**config.mk**
```make
export PLATFORM = sky130hd
export DESIGN_NAME = bp_fe_bp_bimodal
export DESIGN_NICKNAME = d
export VERILOG_FILES = /design/src/rtl/bp_fe_bp_bimodal.sv
export SDC_FILE = /design/constraint.sdc
export NUM_CORES = 2
export LEC_CHECK = 0
export BUFFER_PORTS_ARGS = -buffer_cell sky130_fd_sc_hd__buf_4
export CELL_PAD_IN_SITES_DETAIL_PLACEMENT = 1
export CELL_PAD_IN_SITES_GLOBAL_PLACEMENT = 2
export CORE_ASPECT_RATIO = 1.75
export CORE_MARGIN = 2
export CORE_UTILIZATION = 41
export CTS_BUF_LIST = sky130_fd_sc_hd__clkbuf_16
export DETAILED_ROUTE_END_ITERATION = 16
export PLACE_DENSITY = 0.76
export RECOVER_POWER = 25
export SLEW_MARGIN = 0
export SYNTH_ARGS = -nofsm -noshare
export SYNTH_HDL_FRONTEND = slang
export SYNTH_SLANG_ARGS = --single-unit
export TNS_END_PERCENT = 100
```
**constraint.sdc**
```tcl
create_clock -name clk_i -period 9.6 [get_ports clk_i]
set_input_delay 0.48 -clock clk_i [delete_from_list [all_inputs] [get_ports clk_i]]
set_output_delay 0.48 -clock clk_i [all_outputs]
set_load 0.005 [all_outputs]
```
**src/rtl/bp_fe_bp_bimodal.sv**
```systemverilog
// rtl/bp_fe_bp_bimodal.sv - bimodal branch history table of saturating counters
module bp_fe_bp_bimodal #(
    parameter int bht_idx_width_p = 9,
    parameter int ctr_width_p     = 2
) (
    input  logic                       clk_i,
    input  logic                       reset_i,

    input  logic                       r_v_i,
    input  logic [bht_idx_width_p-1:0] idx_r_i,
    output logic                       predict_o,
    output logic                       predict_v_o,

    input  logic                       w_v_i,
    input  logic [bht_idx_width_p-1:0] idx_w_i,
    input  logic                       taken_i,
    output logic                       w_yumi_o,

    output logic                       init_done_o
);

    localparam int els_lp = 1 << bht_idx_width_p;
    localparam logic [ctr_width_p-1:0] ctr_init_lp = ctr_width_p'((1 << (ctr_width_p - 1)) - 1);
    localparam logic [ctr_width_p-1:0] ctr_max_lp  = {ctr_width_p{1'b1}};
    localparam logic [ctr_width_p-1:0] ctr_one_lp  = ctr_width_p'(1);

    typedef enum logic {
        e_init,
        e_ready
    } state_e;

    state_e                     state_q, state_d;
    logic [bht_idx_width_p-1:0] init_idx_q, init_idx_d;
    logic [ctr_width_p-1:0]     ctr_q [els_lp];
    logic [ctr_width_p-1:0]     ctr_d [els_lp];
    logic                       predict_q, predict_d;
    logic                       predict_v_q, predict_v_d;
    logic [ctr_width_p-1:0]     w_ctr;
    logic                       ready;

    // A reset in progress masks the handshake even while the state flop still reads READY.
    assign ready       = (state_q == e_ready) && !reset_i;
    assign w_yumi_o    = ready && w_v_i;
    assign init_done_o = ready;
    assign predict_o   = predict_q;
    assign predict_v_o = predict_v_q;
    assign w_ctr       = ctr_q[idx_w_i];

    always_comb begin
        state_d     = state_q;
        init_idx_d  = init_idx_q;
        ctr_d       = ctr_q;
        predict_d   = predict_q;
        predict_v_d = 1'b0;

        case (state_q)
            e_init: begin
                ctr_d[init_idx_q] = ctr_init_lp;
                init_idx_d        = init_idx_q + 1'b1;
                if (init_idx_q == {bht_idx_width_p{1'b1}}) begin
                    state_d = e_ready;
                end
            end
            e_ready: begin
                // Read samples ctr_q, so a same-index update returns the old counter.
                if (r_v_i) begin
                    predict_v_d = 1'b1;
                    predict_d   = ctr_q[idx_r_i][ctr_width_p-1];
                end
                if (w_v_i) begin
                    if (taken_i) begin
                        ctr_d[idx_w_i] = (w_ctr == ctr_max_lp) ? w_ctr : w_ctr + ctr_one_lp;
                    end else begin
                        ctr_d[idx_w_i] = (w_ctr == '0) ? w_ctr : w_ctr - ctr_one_lp;
                    end
                end
            end
            default: begin
                state_d = e_init;
            end
        endcase
    end

    always_ff @(posedge clk_i) begin
        if (reset_i) begin
            state_q     <= e_init;
            init_idx_q  <= '0;
            predict_q   <= 1'b0;
            predict_v_q <= 1'b0;
        end else begin
            state_q     <= state_d;
            init_idx_q  <= init_idx_d;
            predict_q   <= predict_d;
            predict_v_q <= predict_v_d;
        end
    end

    // Table contents need no reset: initialisation rewrites every entry.
    always_ff @(posedge clk_i) begin
        if (!reset_i) begin
            ctr_q <= ctr_d;
        end
    end

endmodule

```
# After elaboration in Yosys (flattened, before gate mapping)
# Cells that the tools add are included.
[totals]
in_bits = 23
regBits = 1036
out_inout_bits = 4
wordCells = 564
[op_classes]
n_addsub = 3
muxes = 20
n_lt_le_gt_ge = 5
reduce_logical = 9
n_eq_ne = 3
bitwise_logic = 8
[op_table]
columns = ["cell", "n"]
rows = [
  ["bitwise mux 1024 bit", 2],
  ["2-to-1 mux 1024 bit", 2],
  ["one-hot mux 1024 bit (2 select lines)", 1],
  ["bitwise AND 512 bit", 1],
  ["NOT 512 bit", 1],
  ["bitwise OR 512 bit", 1],
  ["binary-select mux 2 bit (select 9 bit)", 2],
  ["demux 2 bit (select 9 bit)", 2],
  [">= comparator 10 bit, second input constant", 3],
  ["NOT 9 -> 10 bit", 3],
  ["< comparator 10 x 1 -> 1 bit, second input constant", 2],
  ["2-to-1 mux 2 bit", 8],
  ["adder 9 x 1 -> 9 bit, second input constant", 1],
  ["== test 9 bit, second input constant", 1],
  ["logical AND 1 bit", 4],
  ["AND reduction 2 bit", 2],
  ["2-to-1 mux 1 bit", 3],
  ["adder 2 x 1 -> 2 bit, second input constant", 1],
  ["== test 2 bit, second input constant", 1],
  ["logical NOT 2 bit", 1],
  ["!= test 2 bit, second input constant", 1],
  ["NOT 1 bit", 2],
  ["OR reduction 2 bit", 1],
  ["subtractor 2 x 1 -> 2 bit, second input constant", 1],
  ["logical NOT 1 bit", 1],
]

# Depth between registers and ports, before layout
[depth]
word_depth = 10
depth_mapped = 17
mapped_depth_nobuf = 9

# Worst setup path after synthesis
# No wires, ideal clock.
[synth_path]
path_type = "input-to-reg"
startpoint = "in idx_w_i[1]"
endpoint = "reg ctr_q[0] (netlist name) (data pin)"
arrival_time_ps = 3224
required_ps = 9329
setup_ps = 271
setup_slack_ps = 6105
path_buffers = 9
stages = 15
path_cell_list = "buf_4 > buf_6 > buf_4 > buf_2 > buf_4 > buf_2 > mux4_2 > a31oi_1 > nand4_1 > nor4_2 > maj3_2 > buf_6 > buf_8 > buf_8 > o22ai_1"
[synth_rtl]
columns = ["element", "line_no", "text"]
rows = [
  ["start, declared", "15", "input logic [bht_idx_width_p-1:0] idx_w_i,"],
  ["end signal, assigned", "101", "ctr_q <= ctr_d;"],
  ["end, declared", "34", "logic [ctr_width_p-1:0] ctr_q [els_lp];"],
]

# Final worst setup path
[layout_path]
startpoint = "reg state_q"
endpoint = "reg ctr_q[788] (netlist name), enable pin"
[layout_between]
elab_chain_len = 2
[layout_rtl]
columns = ["element", "line_no", "text"]
rows = [
  ["start, declared", "32", "state_e state_q, state_d;"],
  ["start signal, assigned", "86", "state_q <= e_init;"],
  ["start signal, assigned", "91", "state_q <= state_d;"],
  ["!= test 2 bit (no source line)", "n/a", ""],
  ["AND reduction 2 bit (no source line)", "n/a", ""],
]
# Every way passes these cells.
# A chain may end at the register's enable or synchronous reset.

==> impl_metrics.csv <==
group,metric,value,unit
floorplan,io_pins,27,
clock_tree,cts_tree,"yes",
synth,ys_seq_area_share,45.09,%
global_route,gr-max-usage-layer,"met2",
synth,synth_cell_types,64,
synth,synth_ff_type,"edfxtp_1",
layout,regArea,0.03099,mm²
global_route,grt_pass1_vias,63970,
flow_run,drv_cap,8,
layout,final_layout_size_suffix_gt1_share,12.35,%
setup_path,critPathBufInv,2,
place,hpwl,206800,µm
synth,ys_async_sr_fraction,0,%
layout,fillers,18620,
synth,ys_ff_latch,1036,
timing,max_freq,129.7,MHz
setup_path,end_kind,"flip-flop",
floorplan,die_area,0.1710,mm²
setup_path,crit_top_cell,"clkbuf_1",
place,place_congestion,0.9909,
synth,syn-cell-area,0.06872,mm²
setup_path,start_kind,"flip-flop",
pwr,pwr_density_cell,159.4,mW/mm²
drt,num_vias,62990,
floorplan,die_width,313.5,µm
timing,hold_violations,0,
timing,setup_slack,1.892,ns
global_route,grt_overflow_total,0,
setup_path,path_cells,"clkbuf_1, clkbuf_1, a21oi_1",
layout,final_common_cell,"nand2_1",
global_route,grt_start_max_net_pins,250,
setup_path,cp_top_family,"buffers and inverters",
synth,synth.largest_area_cell,"edfxtp_1",
global_route,grt.met1_usage,43.74,%
global_route,grt_pass1_wl,485300,µm
clock_tree,h-tree-depth,3,
clock_tree,cts_hold_buf,0,
clock_tree,clk_latency,0.77,ns
clock_tree,cts_sinks,1036,
layout,stdcell_count,8923,
place,placedCellCount,8702,
floorplan,initial_utilization,41.28,%
clock_tree,cts_buffers,105,
synth,yosysTopAreaCellShare,44.74,%
clock_tree,clkTransAtPathRegs,0.06,ns
floorplan,rows,198,
synth,avgSynthCellArea,9.543,µm²
timing,setup_violations,0,
drt,post_drt_wl_per_cell,38.85,µm
timing,fin_crit,7.708,ns
synth,synthCells,7201,
timing,skew,0.03224,ns
timing,fin_crit_sh,80.29,%
floorplan,coreArea,0.1665,mm²
timing,relSlewSlack,-146.1,%
drt,drc,0,
pwr,p_leak,22.34,nW
setup_path,worst_ep_arrival_time,8.00,ns
drt,ant_nets,0,
layout,syn_to_final_growth,6.054,%
timing,grt_setup_unrepaired,"false",
drt,vias_per_cell,7.060,
drt,dr.first_iter.drc_count,8203,
global_route,antenna_found_initial,39,
layout,multiInputGateArea,0.03387,mm²
drt,firstDrtPassIters,6,
setup_path,path_class,"flip-flop to flip-flop",
global_route,use_met3,10.26,%
clock_tree,post_cts_resized,0,
place,port_buffers,26,
clock_tree,clock-root-buffer,"clkbuf_16",
synth,synthTopCellsByArea,"edfxtp_1 45%, mux4_2 11%, nand2_1 8.7%",
layout,mostFrequentLayoutCells,"1590 x nand2_1, 1049 x a21oi_1, 1024 x edfxtp_1",
place,preCtsSetupSlack,2.886,ns
global_route,track_usage,39.64,%
drt,drt_wl_total,346700,µm
clock_tree,cts_buffer_depth,3,
floorplan,die_h,545.6,µm
hold_path,min_path_type,"primary input to flip-flop",
setup_path,cp_slowest_stage_delay,2.73,ns
clock_tree,post-cts-setup-buffers,0,
setup_path,crit_slowest_cell,"clkbuf_1",
status,violations,"capacitance limit, slew limit",
timing,tightest_slew,3.691,ns
global_route,grt_util_met2,62.39,%
pwr,vdd_ir_drop_max,0.1533,mV
synth,synth-edff-count,1024,
status,outcome,"complete, but fails checks",
timing,slew_viol_final,425,
setup_path,worstPathMaxFanout,86,
layout,nets,6638,
timing,fin_setup_tns,0,ns
synth,syn-num-nets,7229,
synth,ys_warn_count,0,
setup_path,required,9.90,ns
==> where the power goes <==
group / internal, mW / leakage [nW] / switching (mW) / total [mW]
Combinational: 0.582 / 10.5 / 1.35 / 1.94
Sequential: 5.28 / 10.1 / 0.190 / 5.47
Clock: 2.23 / 1.68 / 1.98 / 4.21
==> state kept, by name, indices dropped and copies added, names as in the netlist <==
name         flops
predict_v_o      1
init_idx_q       9
state_q          1
ctr_q         1024
predict_o        1
==> final cells by class <==
cell class / instances / share of cell area (%)
diodes: 24 / 0.08240
clock buffers: 109 / 3.742
clock inverters: 87 / 0.7674
inverters: 12 / 0.06180
multi-input cells: 5230 / 46.47
flip-flops and latches: 1036 / 42.52
well taps: 2200 / 3.777
repair buffers: 225 / 2.577
==> worst reg2reg max path: cells and delay by family (launching register included) <==
family | cells | cell delay, ns
buf+inv | 2 | 4.65
flops | 1 | 2.10
compound gates | 1 | 0.50
==> routing by layer <==
layer / part of all wire (%) / vias to the layer above
met5: 0.087 / -
met4: 11 / 42
met3: 9.8 / 1390
met2: 46 / 3891
met1: 33 / 32050
li1: - / 25630
==> metrics by stage <==
step           power, mW  area (µm²)  utilization (%)  hold WS [ns]
2_1_floorplan      6.692       68720                -        0.5012
3_3_place_gp       7.374       69560            41.78        0.5631
3_5_place_dp       7.416       69560            41.78        0.5760
4_1_cts            11.55       72840            43.76       0.05509
5_1_grt            11.82       72830            43.75       0.05268
6_report           11.61       72880            43.78       0.06359
==> synth_stat cells (22+ instances only) <==
library cell  count
clkbuf_1        673
o21ai_0         135
buf_1            50
buf_2           107
buf_4            43
edfxtp_1       1024
mux2i_1         214
nor2_1          115
o22ai_1         513
a22oi_1          98
and3_1           22
a21oi_1        1049
nand2_1        1590
nand3_1          53
nand3b_1        510
o21ai_1         396
nand4_1          31
mux4_2          324
buf_6            28
==> path summary, 6_finish.rpt <==
path | start | end | slack [ns] | cells past startpoint
hold reg to reg | init_idx_q[0]$_SDFFE_PP0N_ | init_idx_q[0]$_SDFFE_PP0N_ | 0.59 | 2
setup / recovery | state_q$_SDFF_PP0_ | ctr_q[788]$_DFFE_PP_ | 1.89 | 3
setup reg to reg | state_q$_SDFF_PP0_ | ctr_q[788]$_DFFE_PP_ | 1.89 | 3
hold / removal | r_v_i | predict_v_o$_SDFF_PN0_ | 0.06 | 2
==> kinds of logic after synthesis <==
logic type / Yosys count / share of synthesized area (%)
compound gates: 2249 / 17.93
xor+xnor: 6 / 0.07647
fa+ha+maj: 7 / 0.1238
buf+inv: 935 / 6.210
flops: 1036 / 45.09
mux: 547 / 13.88
simple gates: 2421 / 16.68
Power figures use the tool's default switching activity.
